## src/rtl/cpu_arb_pkg.sv

```systemverilog
// cpu_arb_pkg: master IDs, OBI channel structs and limits shared by the
// instruction/data port arbiter and its ID FIFO.
package cpu_arb_pkg;
   typedef enum logic {MST_INSTR = 1'b0, MST_DATA = 1'b1} cpu_arb_mst_e;
   localparam int unsigned CpuArbMaxOutstandingLimit = 8;
   typedef struct packed {
      logic        req;
      logic        we;
      logic [3:0]  be;
      logic [31:0] addr;
      logic [31:0] wdata;
   } obi_req_t;
   typedef struct packed {
      logic        gnt;
      logic        rvalid;
      logic [31:0] rdata;
   } obi_resp_t;
endpackage

```

## src/rtl/cpu_arb_id_fifo.sv

```systemverilog
// cpu_arb_id_fifo: in-order FIFO of granted master IDs, one entry per
// outstanding transaction; push and pop may happen in the same cycle.
module cpu_arb_id_fifo #(
   parameter int unsigned Depth = 2
) (
   input  logic clk_i,
   input  logic rst_ni,
   input  logic push,
   input  logic pop,
   input  logic din,
   output logic full,
   output logic empty,
   output logic head
);
   localparam int unsigned PtrW = (Depth == 1) ? 1 : $clog2(Depth);
   localparam int unsigned CntW = PtrW + 1;
   localparam logic [PtrW-1:0] LastPtr = PtrW'(Depth - 1);
   localparam logic [CntW-1:0] DepthC = CntW'(Depth);
   logic [Depth-1:0] mem_q;
   logic [PtrW-1:0] wptr_q, rptr_q;
   logic [CntW-1:0] cnt_q;
   logic do_push, do_pop;
   assign full = cnt_q == DepthC;
   assign empty = cnt_q == '0;
   assign head = mem_q[rptr_q];
   assign do_push = push && !full;
   assign do_pop = pop && !empty;
   always_ff @(posedge clk_i or negedge rst_ni) begin
      if (!rst_ni) begin
         mem_q <= '0;
         wptr_q <= '0;
         rptr_q <= '0;
         cnt_q <= '0;
      end else begin
         if (do_push) begin
            mem_q[wptr_q] <= din;
            wptr_q <= (wptr_q == LastPtr) ? '0 : wptr_q + PtrW'(1);
         end
         if (do_pop) rptr_q <= (rptr_q == LastPtr) ? '0 : rptr_q + PtrW'(1);
         cnt_q <= cnt_q + CntW'(do_push) - CntW'(do_pop);
      end
   end
endmodule

```

## src/rtl/cpu_obi_port_arbiter.sv

```systemverilog
// cpu_obi_port_arbiter: shares one OBI master port between the core's
// instruction and data ports; round-robin with grant lock, in-order rvalid demux.
module cpu_obi_port_arbiter
   import cpu_arb_pkg::*;
#(
   parameter int unsigned MAX_OUTSTANDING = 2
) (
   input  logic      clk_i,
   input  logic      rst_ni,
   input  obi_req_t  instr_req_i,
   output obi_resp_t instr_resp_o,
   input  obi_req_t  data_req_i,
   output obi_resp_t data_resp_o,
   output obi_req_t  mem_req_o,
   input  obi_resp_t mem_resp_i,
   output logic      spurious_rvalid_o
);
   cpu_arb_mst_e last_q, lock_id_q, sel;
   logic lock_q, any_req, full, empty, head, hs, rv;
   always_comb begin
      any_req = lock_q || instr_req_i.req || data_req_i.req;
      // A pending ungranted request keeps the port until the bus accepts it
      sel = lock_q ? lock_id_q
          : (instr_req_i.req && data_req_i.req) ? (last_q == MST_INSTR ? MST_DATA : MST_INSTR)
          : instr_req_i.req ? MST_INSTR : MST_DATA;
      mem_req_o = (any_req && !full) ? (sel == MST_DATA ? data_req_i : instr_req_i) : '0;
      hs = mem_req_o.req && mem_resp_i.gnt;
      rv = mem_resp_i.rvalid && !empty;
      instr_resp_o.gnt = hs && sel == MST_INSTR;
      instr_resp_o.rvalid = rv && head == MST_INSTR;
      instr_resp_o.rdata = mem_resp_i.rdata;
      data_resp_o.gnt = hs && sel == MST_DATA;
      data_resp_o.rvalid = rv && head == MST_DATA;
      data_resp_o.rdata = mem_resp_i.rdata;
      spurious_rvalid_o = mem_resp_i.rvalid && empty;
   end
   always_ff @(posedge clk_i or negedge rst_ni) begin
      if (!rst_ni) begin
         last_q <= MST_DATA;
         lock_q <= 1'b0;
         lock_id_q <= MST_INSTR;
      end else if (hs) begin
         last_q <= sel;
         lock_q <= 1'b0;
      end else if (mem_req_o.req) begin
         lock_q <= 1'b1;
         lock_id_q <= sel;
      end
   end
   cpu_arb_id_fifo #(.Depth(MAX_OUTSTANDING)) u_id_fifo (
      .clk_i (clk_i),
      .rst_ni(rst_ni),
      .push  (hs),
      .pop   (rv),
      .din   (sel),
      .full  (full),
      .empty (empty),
      .head  (head)
   );
endmodule
```

## config.mk

```make
export PLATFORM = sky130hd
export DESIGN_NAME = cpu_obi_port_arbiter
export DESIGN_NICKNAME = d
export VERILOG_FILES = /design/src/rtl/cpu_arb_pkg.sv /design/src/rtl/cpu_arb_id_fifo.sv /design/src/rtl/cpu_obi_port_arbiter.sv
export SDC_FILE = /design/constraint.sdc
export NUM_CORES = 1
export LEC_CHECK = 0
export CORE_AREA = 2 2 123 125
export CTS_CLUSTER_DIAMETER = 200
export DETAILED_ROUTE_END_ITERATION = 10
export DIE_AREA = 0 0 125 127
export SYNTH_ARGS = -nofsm -noshare
export SYNTH_HDL_FRONTEND = slang
export SYNTH_SLANG_ARGS = --single-unit
```

## constraint.sdc

```tcl
create_clock -name clk_i -period 1.5 [get_ports clk_i]
set_input_delay 0.3 -clock clk_i [delete_from_list [all_inputs] [get_ports clk_i]]
set_output_delay 0.3 -clock clk_i [all_outputs]
set_load 0.005 [all_outputs]
```

==> results.toml <==
[logic_synthesis]
synthArstFlopShare_pct = 100.0
yosysMostFrequentCell = "nand2_1"
synth_enable_flop_cells = 0
yosysUniqueCellTypes = 31
ys_seq_area_share_pct = 11.37
synth_warnings = 0
yosys_register_bits = 9
synth_top_area_share_pct = 26.76
synth_area_per_cell_sq_um = 5.807
syn_area_sq_um = 1992
syn-num-nets = 520
yosys.area.top_type = "buf_4"
yosys_most_used_dff = "dfrtp_1"
netlist_instances = 343
synth.area.top_cells = "buf_4 (27%), nand2_1 (26%), a21oi_1 (18%), dfrtp_1 (10%), buf_2 (2.8%)"
synth_top_cells_by_count = "nand2_1 (138), buf_4 (71), a21oi_1 (70)"

[route]
avgRoutedWirePerCell_microns = 17.89
vias = 3232
drt_iter0_markers = 75
drcViolationCount = 0
wl_mm = 13.56
vias_per_cell = 4.264
dr.pass1.iters = 4
postRouteAntennaNets = 0

[clock_network]
holdBufCountCts = 0
clock-sinks = 9
htreeDepth = 1
tritoncts = "yes"
numCtsBuffers = 3
cts_root_buffer = "clkbuf_16"
cts_buffer_depth = 2
cts.reportedPaths.clkPinSlew_ns = 0.04
clk_latency_ns = 0.24

[sta]
fin_crit_ns = 2.214
worst_hold_slack_ns = 0.3711
finalSetupTns_ns = -47.06
slew_violations = 0
setup_slack_ns = -0.7144
skew_ns = 0.001063
hold_viol_final = 0
tightest_slew_ns = 0.4251
relSlewSlack_pct = 71.57
fmax_mhz = 451.6
rsz0062_at_grt = "true"
setup_violations = 80
fin_crit_sh_pct = 147.6

[placement]
place_hpwl_mm = 7.435
portBuffers = 218
gp_congestion = 0.7682
place_area_sq_um = 4290

[die]
start_util_pct = 13.81
die_w_microns = 125
core-area_sq_um = 14420
io-pin-count = 315
placementRows = 44
fp.dieArea_sq_um = 15880
die_y_microns = 127

[power_and_ir_drop]
leakage_uw = 0.002506
vdd_drop_max_v = 0.001040
power_density_nw_per_um2 = 2312

[worst_setup_path]
startpoint_type = "flip-flop"
end_kind = "output port"
reg2reg_slack_ns = -0.17
cp.arrival_ns = 1.91
crit_required_ns = 1.20
path_max_fanout = 8
critical_path_class = "reg -> out"

[cells_and_area]
final_layout_size_suffix_gt1_share_pct = 55.75
finalNetCount = 752
antennaDiodeCount = 0
stdcell_area_sq_um = 5620
area_growth_syn_to_layout_pct = 182.2

[grt]
grt_max_degree = 20
grt_usage_pct = 14.51
antenna_found_initial = 1
grt_remaining_overflow = 0
grt_pass1_vias = 3409
grt_pass1_wl_mm = 18.25

[min_path]
worstHoldPathType = "in -> async"

[run_status]
failed_checks = "negative setup slack"
outcome = "complete, but fails checks"

[flow_run]
cap_violations = 0
logic make-up after synthesis:
group	Yosys count	synth area share, %
and+or+nand+nor	153	31.03
buffers and inverters	91	31.22
AOI/OAI and AO/OA	82	22.49
DFF	9	11.37
xor gates and xnor gates	5	2.198
muxes	2	1.068
adders and majority gates	1	0.6280
critical path: stages (launching register included):
cell     delay [ns]
dfrtp_2        0.41
and2b_2        0.22
buf_6          0.12
a21oi_4        0.17
buf_12         0.18
buf_12         0.12
buf_12         0.15
nand2_1        0.07
a21oi_2        0.10
buf_2          0.12
report_power, final:
group	internal (uW)	switching [uW]
registers	390	83.4
clock network	356	122
logic	6700	5340
total	7450	5550
final timing paths:
kind                       cells past startpoint                             end                    startpoint
min                                            1    u_id_fifo.wptr_q$_DFFE_PN0P_                        rst_ni
max in group asynchronous                      1              last_q$_DFFE_PN1N_                        rst_ni
min in group clk_i                             1  u_id_fifo.mem_q[1]$_DFFE_PN0P_  u_id_fifo.wptr_q$_DFFE_PN0P_
max                                            9                    mem_req_o[9]            lock_q$_DFFE_PN0P_
min reg2reg                                    1  u_id_fifo.mem_q[1]$_DFFE_PN0P_  u_id_fifo.wptr_q$_DFFE_PN0P_
max reg2reg                                    7              lock_q$_DFFE_PN0P_            lock_q$_DFFE_PN0P_
layout by cell type, fill, tap and decap left out, drive strengths merged:
master / netlist / layout
a21o: 1 / 1
a21oi: 71 / 71
a31oi: 4 / 4
and2b: 1 / 1
and3: 1 / 1
buf: 82 / 160
clkbuf: 5 / 12
clkdlybuf4s15: 0 / 2
clkdlybuf4s50: 0 / 140
dfrtp: 8 / 8
dfstp: 1 / 1
dlygate4sd2: 0 / 4
ha: 1 / 1
inv: 4 / 4
mux2: 1 / 1
mux2i: 1 / 1
nand2: 138 / 138
nand2b: 2 / 2
nor2: 3 / 3
nor2b: 2 / 2
nor3: 3 / 3
nor3b: 2 / 2
nor4: 1 / 1
o211a: 1 / 1
o21ai: 2 / 2
o21ba: 1 / 1
o31ai: 1 / 1
o32a: 1 / 1
xnor2: 5 / 5
area by class of cell:
type,count,area (sq um)
repair buffers,314,3236
multi-input cells,243,1833
clock buffers,4,78.83
flip-flops and latches,9,227.7
fillers,1428,8803
well taps,184,230.2
inverters,4,15.01
sequential cells by signal, indices dropped and copies added, names as in the netlist:
register / flops
u_id_fifo.cnt_q: 2
last_q: 1
lock_id_q: 1
u_id_fifo.wptr_q: 1
u_id_fifo.mem_q: 2
u_id_fifo.rptr_q: 1
lock_q: 1
routing by layer:
layer	track usage, %	wire, microns
met5	0	13
met4	5.817	471
met3	3.894	1102
met2	26.31	7012
met1	16.15	4962
stage by stage:
step           instances  utilization, %  total power [uW]  worst slack (ns)
4_1_cts              744           35.70             11620           -0.7361
3_5_place_dp         689           29.74              7900            -1.149
6_report             758           38.97             13000           -0.7144
3_3_place_gp         689           29.74              7745            -1.106
2_1_floorplan        343               -              4064          -0.03949
5_1_grt              758           38.97             13840           -0.7932
timing repair:
item,CTS,global route
cloned,16,6
gates resized for setup,339,147
setup endpoints to repair,83,81
setup buffers,36,17
pin swaps,17,59
Power figures use the tool's default switching activity.
